--- src/rtl/instr_fetch.sv ---
// Instruction fetch stage: owns the PC, fetches words over req/ack into a small
// FIFO and presents them to decode via valid/ready; redirect flushes and re-steers.
// Optional feature macro: FETCH_PREDECODE_EN adds instr_is_branch_o (beq predecode).
module instr_fetch #(
    parameter logic [31:0] RESET_PC   = 32'h0000_0000,
    parameter int unsigned FIFO_DEPTH = 2
) (
    input  logic        clk,
    input  logic        rst_n,
    output logic        imem_req_o,
    output logic [31:0] imem_addr_o,
    input  logic        imem_ack_i,
    input  logic [31:0] imem_rdata_i,
    output logic [31:0] instr_o,
    output logic [31:0] instr_pc_o,
    output logic        instr_valid_o,
    input  logic        instr_ready_i,
`ifdef FETCH_PREDECODE_EN
    output logic        instr_is_branch_o,
`endif
    input  logic        redirect_i,
    input  logic [31:0] redirect_pc_i
);

    localparam int unsigned PTR_W = (FIFO_DEPTH > 1) ? $clog2(FIFO_DEPTH) : 1;
    localparam int unsigned CNT_W = $clog2(FIFO_DEPTH + 1);

    typedef enum logic [1:0] {
        IDLE  = 2'd0,
        REQ   = 2'd1,
        DRAIN = 2'd2
    } state_e;

    typedef struct packed {
        logic [31:0] pc;
        logic [31:0] word;
`ifdef FETCH_PREDECODE_EN
        logic        is_branch;
`endif
    } entry_t;

    state_e             state_q, state_d;
    logic [31:0]        pc_q, pc_d;
    logic [31:0]        addr_q, addr_d;
    logic [PTR_W-1:0]   wr_ptr_q, wr_ptr_d;
    logic [PTR_W-1:0]   rd_ptr_q, rd_ptr_d;
    logic [CNT_W-1:0]   count_q, count_d;
    logic               push;
    logic               pop;
    logic               room;
    entry_t             mem_q [FIFO_DEPTH];
    entry_t             head;

    function automatic logic [PTR_W-1:0] ptr_inc(input logic [PTR_W-1:0] p);
        return (p == PTR_W'(FIFO_DEPTH - 1)) ? '0 : p + PTR_W'(1);
    endfunction

    // Next-state logic: FIFO bookkeeping, PC update, fetch FSM and held fetch address
    always_comb begin
        state_d  = state_q;
        pc_d     = pc_q;
        wr_ptr_d = wr_ptr_q;
        rd_ptr_d = rd_ptr_q;
        count_d  = count_q;
        pop      = instr_valid_o && instr_ready_i;
        push     = (state_q == REQ) && imem_ack_i && !redirect_i;

        if (redirect_i) begin
            pc_d     = redirect_pc_i & 32'hFFFF_FFFC;
            wr_ptr_d = '0;
            rd_ptr_d = '0;
            count_d  = '0;
        end else begin
            if (push) begin
                wr_ptr_d = ptr_inc(wr_ptr_q);
                pc_d     = pc_q + 32'd4;
            end
            if (pop) begin
                rd_ptr_d = ptr_inc(rd_ptr_q);
            end
            case ({push, pop})
                2'b10:   count_d = count_q + CNT_W'(1);
                2'b01:   count_d = count_q - CNT_W'(1);
                default: count_d = count_q;
            endcase
        end

        // A request only starts when a slot is free after this cycle's push/pop/flush
        room = (count_d < CNT_W'(FIFO_DEPTH));

        unique case (state_q)
            IDLE: begin
                if (room) state_d = REQ;
            end
            REQ: begin
                if (imem_ack_i)      state_d = room ? REQ : IDLE;
                else if (redirect_i) state_d = DRAIN;
            end
            DRAIN: begin
                if (imem_ack_i) state_d = REQ;
            end
            default: state_d = IDLE;
        endcase

        // The stale request keeps its address until the memory acks it
        addr_d = (state_d == DRAIN) ? addr_q : pc_d;
    end

    // State register with asynchronous reset
    always_ff @(posedge clk or negedge rst_n) begin
        if (!rst_n) begin
            state_q  <= IDLE;
            pc_q     <= RESET_PC;
            addr_q   <= RESET_PC;
            wr_ptr_q <= '0;
            rd_ptr_q <= '0;
            count_q  <= '0;
        end else begin
            state_q  <= state_d;
            pc_q     <= pc_d;
            addr_q   <= addr_d;
            wr_ptr_q <= wr_ptr_d;
            rd_ptr_q <= rd_ptr_d;
            count_q  <= count_d;
        end
    end

    // Instruction buffer storage; entries are qualified by count so need no reset
    always_ff @(posedge clk) begin
        if (push) begin
            mem_q[wr_ptr_q].pc   <= addr_q;
            mem_q[wr_ptr_q].word <= imem_rdata_i;
`ifdef FETCH_PREDECODE_EN
            mem_q[wr_ptr_q].is_branch <= (imem_rdata_i[31:26] == 6'b000100);
`endif
        end
    end

    assign head          = mem_q[rd_ptr_q];
    assign imem_req_o    = (state_q != IDLE);
    assign imem_addr_o   = addr_q;
    assign instr_valid_o = (count_q != '0);
    assign instr_o       = instr_valid_o ? head.word : 32'h0000_0000;
    assign instr_pc_o    = instr_valid_o ? head.pc   : 32'h0000_0000;
`ifdef FETCH_PREDECODE_EN
    assign instr_is_branch_o = instr_valid_o && head.is_branch;
`endif

endmodule

--- config.mk ---
export PLATFORM = sky130hd
export DESIGN_NAME = instr_fetch
export DESIGN_NICKNAME = d
export VERILOG_FILES = /design/src/rtl/instr_fetch.sv
export SDC_FILE = /design/constraint.sdc
export NUM_CORES = 1
export LEC_CHECK = 0
export ABC_AREA = 1
export BUFFER_PORTS_ARGS = -buffer_cell sky130_fd_sc_hd__buf_2
export CAP_MARGIN = 20
export CORE_AREA = 2 2 153 118
export CTS_CLUSTER_DIAMETER = 200
export DETAILED_ROUTE_END_ITERATION = 8
export DIE_AREA = 0 0 155 120
export HOLD_SLACK_MARGIN = 0.1
export PLACE_DENSITY = 0.79
export SLEW_MARGIN = 10
export SYNTH_ARGS = -nofsm -noshare
export SYNTH_HDL_FRONTEND = slang
export SYNTH_SLANG_ARGS = --single-unit
--- constraint.sdc ---
create_clock -name clk -period 4.61 [get_ports clk]
set_input_delay 0.6915 -clock clk [delete_from_list [all_inputs] [get_ports clk]]
set_output_delay 0.6915 -clock clk [all_outputs]
set_load 0.01 [all_outputs]
* After elaboration in Yosys (flattened, before gate mapping)
Memories as Yosys holds them, arrays and structs flattened.
Cells that the tools add are included.
** Operators by class
- Add/sub/neg operators :: 5
- $mul :: 0
- Div/mod/pow operators :: 0
- $lt $le $gt $ge :: 1
- Equal/unequal tests :: 5
- Shifts and indexed selects :: 0
- Multiplexer cells :: 20
- Bitwise gates (word level) :: 0
- Reductions and logical operators :: 9
** Operators by type and width (number)
- 32-bit two-way mux :: 4
- 32-bit by 3-bit adder with 32-bit output (second input constant) :: 1
- 2-bit two-way mux :: 5
- 1-bit two-way mux :: 9
- 2-bit nonzero test :: 4
- 2-bit == test (second input constant) :: 3
- 2-bit case mux with 3 select lines :: 1
- 2-bit by 1-bit == test with 1-bit output (second input constant) :: 2
- 2-bit case mux with 2 select lines :: 1
- 1-bit logical AND :: 3
- 1-bit adder (second input constant) :: 2
- 2-bit by 1-bit adder with 2-bit output (second input constant) :: 1
- 2-bit zero test :: 1
- 2-bit less-than comparator (second input constant) :: 1
- 2-bit by 1-bit subtractor with 2-bit output (second input constant) :: 1
- 1-bit zero test :: 1
** Storage, ports and cells
- Register bits :: 70
- Bits in latches :: 0
- Bits in writable memories :: 128
- ROM bits :: 0
- Input bits :: 69
- Output and inout port bits :: 98
- Logic and storage cells :: 47
- Memories :: 1
** Memories
- mem_q :: words 2, width 64, read ports 1, clocked after memory_dff 0, wr ports 1, line 51 : entry_t mem_q [FIFO_DEPTH];

* Logic depth before layout (Yosys ltp)
Gate-level depths: netlist (run 1).
- Depth in word-level cells :: 11
- Gate-level depth with buffers :: 13
- Gate-level depth less buffers :: 12

* Worst setup path before layout (run 1)
Ideal clock, no wire load.
- Path type :: input port to flip-flop
- Start point :: input imem_ack_i
- End point :: memory mem_q[0][0] in the netlist's numbering, enable pin
- Setup time :: 0.486 ns
- Arrival :: 3.880 ns
- Data required time :: 4.124 ns
- Slack :: 0.244 ns
- Stages :: 5
- Path buffers :: 1
- Cell sequence :: nand3_4 > nor2_8 > buf_6 > inv_1 > nor2_1
** On the way
- Longest elaborated chain between the ends :: 4
** Ends and longest elaborated chain
- start, declared :: line 12 : input logic imem_ack_i,
- 1-bit logical AND (2 in series) :: line 66 : push = (state_q == REQ) && imem_ack_i && !redirect_i;
- 1-bit two-way mux :: line 130 : if (push) begin
- 1-bit two-way mux (not written as such) :: line 132 : mem_q[wr_ptr_q].word <= imem_rdata_i;
- end, declared :: line 51
No other way between the ends.

* Worst setup path after layout (run 1)
- Start point :: register rd_ptr_q
- End point :: output instr_o[0]
** On the way
- Longest elaborated chain between the ends :: 2
** Ends and longest elaborated chain
- start, declared :: line 46 : logic [PTR_W-1:0] rd_ptr_q, rd_ptr_d;
- start signal, assigned :: line 123 : rd_ptr_q <= rd_ptr_d;
- memory read 2 x 64 bit
- 32-bit two-way mux :: line 143 : assign instr_o = instr_valid_o ? head.word : 32'h0000_0000;
- end, declared :: line 14 : output logic [31:0] instr_o,
No other way between the ends.

==> results.ini, run 1 <==
[clocking]
cts_tree=yes
cts.sinks=198
cts_hold_buf=0
cts_resized=0
cts_root_buf=clkbuf_16
numCtsBuffers=17
worstSkewPairLatency_ns=0.44
postCtsSetupBuffers=0
htree_levels=4
cts_buffer_depth=2
clk_pin_slew_worst_paths_ns=0.07

[power]
netSwitchingPower_mw=1.634
intPower_mw=3.337
swShare_pct=32.87
comb_power_share_pct=23.2
p_leak_nw=4.390
irDropWorstVdd_uv=221.3
power_frac_seq_pct=48.3
p_per_area_nw_per_um2=495.5
clkPwrFrac_pct=28.4

[grt]
grt_max_degree=67
antenna_found_initial=0
overflow=0
grt_pass1_vias=5789
grtUsageTotal_pct=21.30
grt_pass1_wl_um=30330

[logic_synthesis]
synth_top_area_share_pct=45.66
synth_warnings=0
synth.distinct_cells=40
seq_area_frac_synth_pct=66.47
synth_fp_nets=890
synth_edf_count=128
synthTopCellsByArea=edfxtp_1, dfrtp_1, nand2_1
syn_area_um2=8418
synth_top_cell_by_area=edfxtp_1
ys_seq_elements=198
ys_async_sr_fraction_pct=35.35
postSynthCellCount=818
syn_area_per_cell_um2=10.29
synthFlopType=edfxtp_1

[sta]
setup_violations=0
hold_ws_ns=0.4018
finClkSkew_ns=0.009538
maxSlewViolCount=0
clock.fmax_mhz=344.8
slew_headroom_pct=36.47
rsz0062_at_grt=no
hold_viol_final=0
min_period_ns=2.900
worstMarginPinSlew_ns=0.9530
worst_slack_ns=1.710
fin_tns_setup_ns=0
fin_crit_sh_pct=62.91

[flow_run]
maxCapViolCount=0

[setup_path]
end_kind=primary output
r2r_slack_ns=2.23
path_class=flop to primary output
crit_fanout=35
cp_slowest_stage_delay_ns=0.47
cp-start-kind=flop
rr_endpoint=mem_q[0][59]$_DFFE_PP_
cpMaxStageDelayCell=buf_4
worstPathCellList=inv_2 -> buf_4 -> nand2_1 -> a21oi_1 -> buf_2
cp.arrival_ns=2.21
worst-r2r-cell-count=6
cp.required_ns=3.92
r2r-start=state_q[1]$_DFF_PN0_

[route]
drc=0
via_per_inst=5.209
vias=6287
wl_per_cell_um=16.09
drt-total-wl_um=19420
antenna_left=0
first_pass_iters=5
drtIter0Drc=398

[outcome]
status=complete, no violations

[placement]
pre_cts_ws_ns=1.751
gp_congestion=0.8336
port_buffers=164
dp_cells=1175
dp_hpwl_um=12780

[floorplanning]
fp-row-count=42
core_area_um2=17180
io_pins=167
die_height_um=120
initial_core_util_pct=48.99
fp.dieW_um=155
die-area_um2=18600

[final_layout]
final_cell_mix=nand2_1, buf_2, edfxtp_1
syn2layout_area_growth_pct=19.19
nets=1046
seq_area_um2=5597
nFillCells=1454
multiInputGateArea_um2=2542
antenna_cells=0
drive_gt1_share_pct=24.52
final_common_cell=nand2_1
final_cells=1207

[min_path]
hold_path_class=input port to async pin

==> synth_stat cells (4+ instances only) <==
master and instances:
nand2_1 301, edfxtp_1 128, dfrtp_1 70, a21oi_1 68, nor2_1 46, nand3_1 41
inv_1 37, clkbuf_1 21, a31oi_1 10, buf_2 8, or2_2 8, nor2_2 7
o21ai_1 7, nand4_1 6, o21ai_0 6, buf_1 5, xor2_1 5, and2_1 4
inv_2 4, nor2_4 4
==> kinds of logic (layout without fill, tap and decap cells) <==
kind of cell	after synthesis	after routing	synth area share, %
buffers and inverters	76	245	3.597
xor gates and xnor gates	7	7	0.7283
AOI/OAI and AO/OA	106	106	7.090
DFF	198	198	66.47
and+or+nand+nor	428	428	21.67
adders and majority gates	3	3	0.4459
==> how the worst max path moves through the flow <==
stage                                     from                      to  slack, ns  cells after the start
final                     rd_ptr_q$_DFFE_PN0P_              instr_o[0]       1.71                      5
after global routing      rd_ptr_q$_DFFE_PN0P_          instr_pc_o[31]       1.54                      5
after CTS                 rd_ptr_q$_DFFE_PN0P_          instr_pc_o[31]       1.65                      5
after detailed placement            redirect_i  mem_q[1][19]$_DFFE_PP_       1.75                      5
after global placement              redirect_i  mem_q[1][59]$_DFFE_PP_       1.80                      5
after floorplan                     imem_ack_i   mem_q[0][0]$_DFFE_PP_       0.24                      5
==> critical path: cells and delay by family, from the launching register on <==
kind            cells  cell delay (ns)
simple gates        1             0.10
compound gates      1             0.19
flops               1             0.41
buf+inv             3             1.07
==> metal layers <==
metal	vias to the layer above	global-route usage, %	part of all wire, %
li1	3041	-	-
met1	3003	30.33	47
met2	222	32.78	45
met3	21	5.778	6.6
met4	0	5.266	1.1
met5	-	0	0
==> metrics by stage <==
step / power [mW] / area, um2 / util [%]
2_1_floorplan: 3.076 / 8418 / -
3_3_place_gp: 3.560 / 9474 / 55.13
3_5_place_dp: 3.599 / 9474 / 55.13
4_1_cts: 5.012 / 10030 / 58.39
5_1_grt: 5.239 / 10030 / 58.39
6_report: 4.971 / 10030 / 58.39
==> power by group through the flow <==
stage          clock (mW)  sequential [mW]  combinational, mW
2_1_floorplan           0             2.42              0.651
6_report             1.41             2.40               1.15
3_3_place_gp            0             2.42               1.14
4_1_cts              1.44             2.40               1.17
3_5_place_dp            0             2.44               1.16
5_1_grt              1.52             2.43               1.29
==> flip-flops by register name (all words and copies together), names as in the netlist <==
register,count
count_q,2
rd_ptr_q,1
wr_ptr_q,1
pc_q,32
state_q,2
mem_q,128
imem_addr_o,32
==> area by class of cell <==
class,count,share of cell area [%]
flip-flops and latches,198,55.78
clock inverters,13,1.260
inverters,41,1.534
repair buffers,172,9.029
well taps,220,2.743
clock buffers,19,4.315
multi-input cells,544,25.34
No activity file was read; power rests on OpenSTA's default activity.
==> run 2, diff against run 1 <==
- ABC_AREA: 1 -> 0
- PLACE_DENSITY: 0.79 -> 0.8
- clock period: 4.61 -> 2.6 ns (I/O delays scaled with it)
==> run 2 against run 1 <==
  * Power up 41%
  * Highest routed layer is now met5
  * Synthesized area down 2.4%
  * Core utilization down 0.26 points
  * Combinational power down 38%
  * Non-clock buffer count up 13
  * Register-to-register slack worse by 1.9 ns
  * Largest cell class unchanged
==> results.ini, run 2 <==
[setup_path]
cp.required_ns=2.92  ; -1.00 ns
worstPathCellList=nand4_1 -> or4_1 -> nor4_2 -> xor2_1 -> a221o_1
cp.arrival_ns=2.59  ; +0.38 ns
crit_fanout=10  ; -71%
cpMaxStageDelayCell=or4_1
path_class=flop to flop
end_kind=flop
cp-start-kind=flop
cp_slowest_stage_delay_ns=0.79  ; +0.32 ns

[sta]
rsz0062_at_grt=no
maxSlewViolCount=0  ; unchanged
hold_ws_ns=0.1400  ; -0.2617 ns
hold_viol_final=0  ; unchanged
worstMarginPinSlew_ns=0.6523  ; -0.3007 ns
setup_violations=0  ; unchanged
fin_tns_setup_ns=0  ; unchanged
finClkSkew_ns=0.009795  ; +0.0002573 ns
min_period_ns=2.271
slew_headroom_pct=56.51  ; +20 points
fin_crit_sh_pct=87.33
clock.fmax_mhz=440.4

[power]
p_per_area_nw_per_um2=699.4  ; +41%
clkPwrFrac_pct=35.7  ; +7.3 points
swShare_pct=25.65  ; -7.2 points
comb_power_share_pct=10.3  ; -13 points
p_leak_nw=4.028  ; -8.2%
irDropWorstVdd_uv=503.8  ; +130%
intPower_mw=5.194  ; +56%
total_power_mw=6.986  ; +41%
power_frac_seq_pct=54.1  ; +5.8 points
netSwitchingPower_mw=1.792  ; +9.6%

[final_layout]
final_util_pct=58.13  ; -0.26 points
nets=838  ; -20%
syn2layout_area_growth_pct=21.54
finalInstanceArea_um2=9988  ; -0.45%
final_common_cell=buf_2
largest_register=mem_q
largest_reg_flops=128  ; unchanged
nFillCells=1379  ; -5.2%
final_cell_mix=buf_2, edfxtp_1, nor2_1
drive_gt1_share_pct=32.01  ; +7.5 points

[clocking]
cts_tree=yes
clk_pin_slew_worst_paths_ns=0.07  ; about the same
cts_buffer_depth=2  ; unchanged
htree_levels=4  ; unchanged
cts.sinks=198  ; unchanged
worstSkewPairLatency_ns=0.44  ; about the same
cts_resized=0  ; unchanged
cts_root_buf=clkbuf_16
numCtsBuffers=17  ; unchanged

[logic_synthesis]
synth_edf_count=128  ; unchanged
synth.distinct_cells=40  ; unchanged
synth_top_area_share_pct=46.77  ; +1.1 points
ys_async_sr_fraction_pct=35.35  ; unchanged
synthTopCellsByArea=edfxtp_1, dfrtp_1, mux2i_1
postSynthCellCount=594  ; -27%
synth_warnings=0  ; unchanged
synth.top_cells.by_count=edfxtp_1, nor2_1, dfrtp_1
syn_area_per_cell_um2=13.83  ; +34%
seq_area_frac_synth_pct=68.09  ; +1.6 points
synthFlopType=edfxtp_1
syn_area_um2=8218  ; -2.4%
synth.most_common_cell=edfxtp_1
synth_fp_nets=666  ; -25%
synth_top_cell_by_area=edfxtp_1
ys_seq_elements=198  ; unchanged

[outcome]
status=complete, no violations

[floorplanning]
die_height_um=120  ; unchanged
io_pins=167  ; unchanged
initial_core_util_pct=47.82  ; -1.2 points
die-area_um2=18600  ; unchanged
core_area_um2=17180  ; unchanged
fp-row-count=42  ; unchanged
fp.dieW_um=155  ; unchanged

[grt]
overflow=0  ; unchanged
grtUsageTotal_pct=19.56  ; -1.7 points
grt_pass1_vias=5170  ; -11%
grt_max_degree=65  ; -3.0%
antenna_found_initial=2  ; +2
grt_pass1_wl_um=27540  ; -9.2%

[placement]
gp_congestion=0.8189  ; -1.8%
dpl_cell_area_um2=9418  ; -0.59%
dp_hpwl_um=12050  ; -5.7%
port_buffers=164  ; unchanged

[min_path]
hold_path_class=input port to flop

[route]
via_per_inst=5.315  ; +2.0%
antenna_left=0  ; unchanged
drc=0  ; unchanged
drtIter0Drc=274  ; -31%
first_pass_iters=5  ; unchanged
wl_per_cell_um=17.72  ; +10%
vias=5310  ; -16%
drt-total-wl_um=17700  ; -8.9%

[flow_run]
maxCapViolCount=0  ; unchanged

-- run 2: changes by cell type after synthesis, moves of 8 or more --
cell	previous run	this run
a31oi_1	10	2
a221o_1	0	14
a21oi_1	68	11
inv_1	37	11
nor2_1	46	88
mux2i_1	0	65
nand3_1	41	9
xnor2_1	2	18
nand2_1	301	27
mux2_2	0	22
xor2_1	5	13
and3_1	0	21
-- run 2: layout make-up --
cell class | instances | area (um2) | share of cell area [%]
flip-flops and latches | 198 | 5599 | 56.06
multi-input cells | 352 | 2465 | 24.68
clock inverters | 14 | 132.6 | 1.328
well taps | 220 | 275.3 | 2.756
inverters | 12 | 45.04 | 0.4510
repair buffers | 185 | 1044 | 10.45
diodes | 1 | 2.502 | 0.02505
clock buffers | 17 | 425.4 | 4.259
-- run 2: timing repair --
action	in CTS	in global routing
setup buffers	0	0
setup endpoints to repair	0	0
hold buffers	1	0
endpoints found under the hold margin	25	0
-- run 2: kinds of logic (layout without fill, tap and decap cells) --
group                      after synthesis  in the layout  share of synthesized area (%)
xor gates and xnor gates                31             31                          3.304
DFF                                    198            198                          68.09
AOI/OAI and AO/OA                       46             46                          4.065
and+or+nand+nor                        185            185                          11.04
other                                    0              1                              0
adders and majority gates                3              3                         0.4568
buffers and inverters                   44            228                          2.116
muxes                                   87             87                          10.93
-- run 2: power groups by stage --
stage	logic, mW	registers (mW)	clock network (mW)
global route	0.793	3.81	2.68
finish	0.716	3.78	2.49
floorplan	0.381	3.83	0
detailed placement	0.721	3.85	0
global placement	0.708	3.83	0
CTS	0.726	3.78	2.55
-- run 2: metal layers --
layer | vias up | share of wire (%) | global-route usage [%]
li1 | 2506 | - | -
met4 | 2 | 0.88 | 5.266
met1 | 2591 | 45 | 26.20
met2 | 193 | 46 | 30.89
met5 | - | 0.062 | 0
met3 | 18 | 7.7 | 6.428
-- run 2: final timing paths --
| check | from | end | slack, ns | cells past startpoint |
|---|---|---|---|---|
| max reg2reg | pc_q[12]$_DFF_PN0_ | imem_addr_o[28]$_DFFE_PN0P_ | 0.33 | 5 |
| max in group asynchronous | rst_n | imem_addr_o[13]$_DFFE_PN0P_ | 1.34 | 3 |
| min reg2reg | imem_addr_o[7]$_DFFE_PN0P_ | mem_q[1][39]$_DFFE_PP_ | 0.50 | 0 |
| max | pc_q[12]$_DFF_PN0_ | imem_addr_o[28]$_DFFE_PN0P_ | 0.33 | 5 |
| min in group asynchronous | rst_n | imem_addr_o[27]$_DFFE_PN0P_ | 0.52 | 2 |
| min | imem_rdata_i[13] | mem_q[0][13]$_DFFE_PP_ | 0.14 | 1 |
-- run 2: per-stage QoR --
stage               instances  setup WS (ns)
floorplan                 594         0.2772
global placement          966         0.3540
detailed placement        966         0.3397
CTS                       998         0.3207
global route              999         0.1635
finish                    999         0.3294
-- run 2: worst max-delay path, delay by kind of cell, from the launching register on --
kind	cells	cell delay, ns
DFF	1	0.42
and+or+nand+nor	3	1.27
xor gates and xnor gates	1	0.14
AOI/OAI and AO/OA	1	0.33
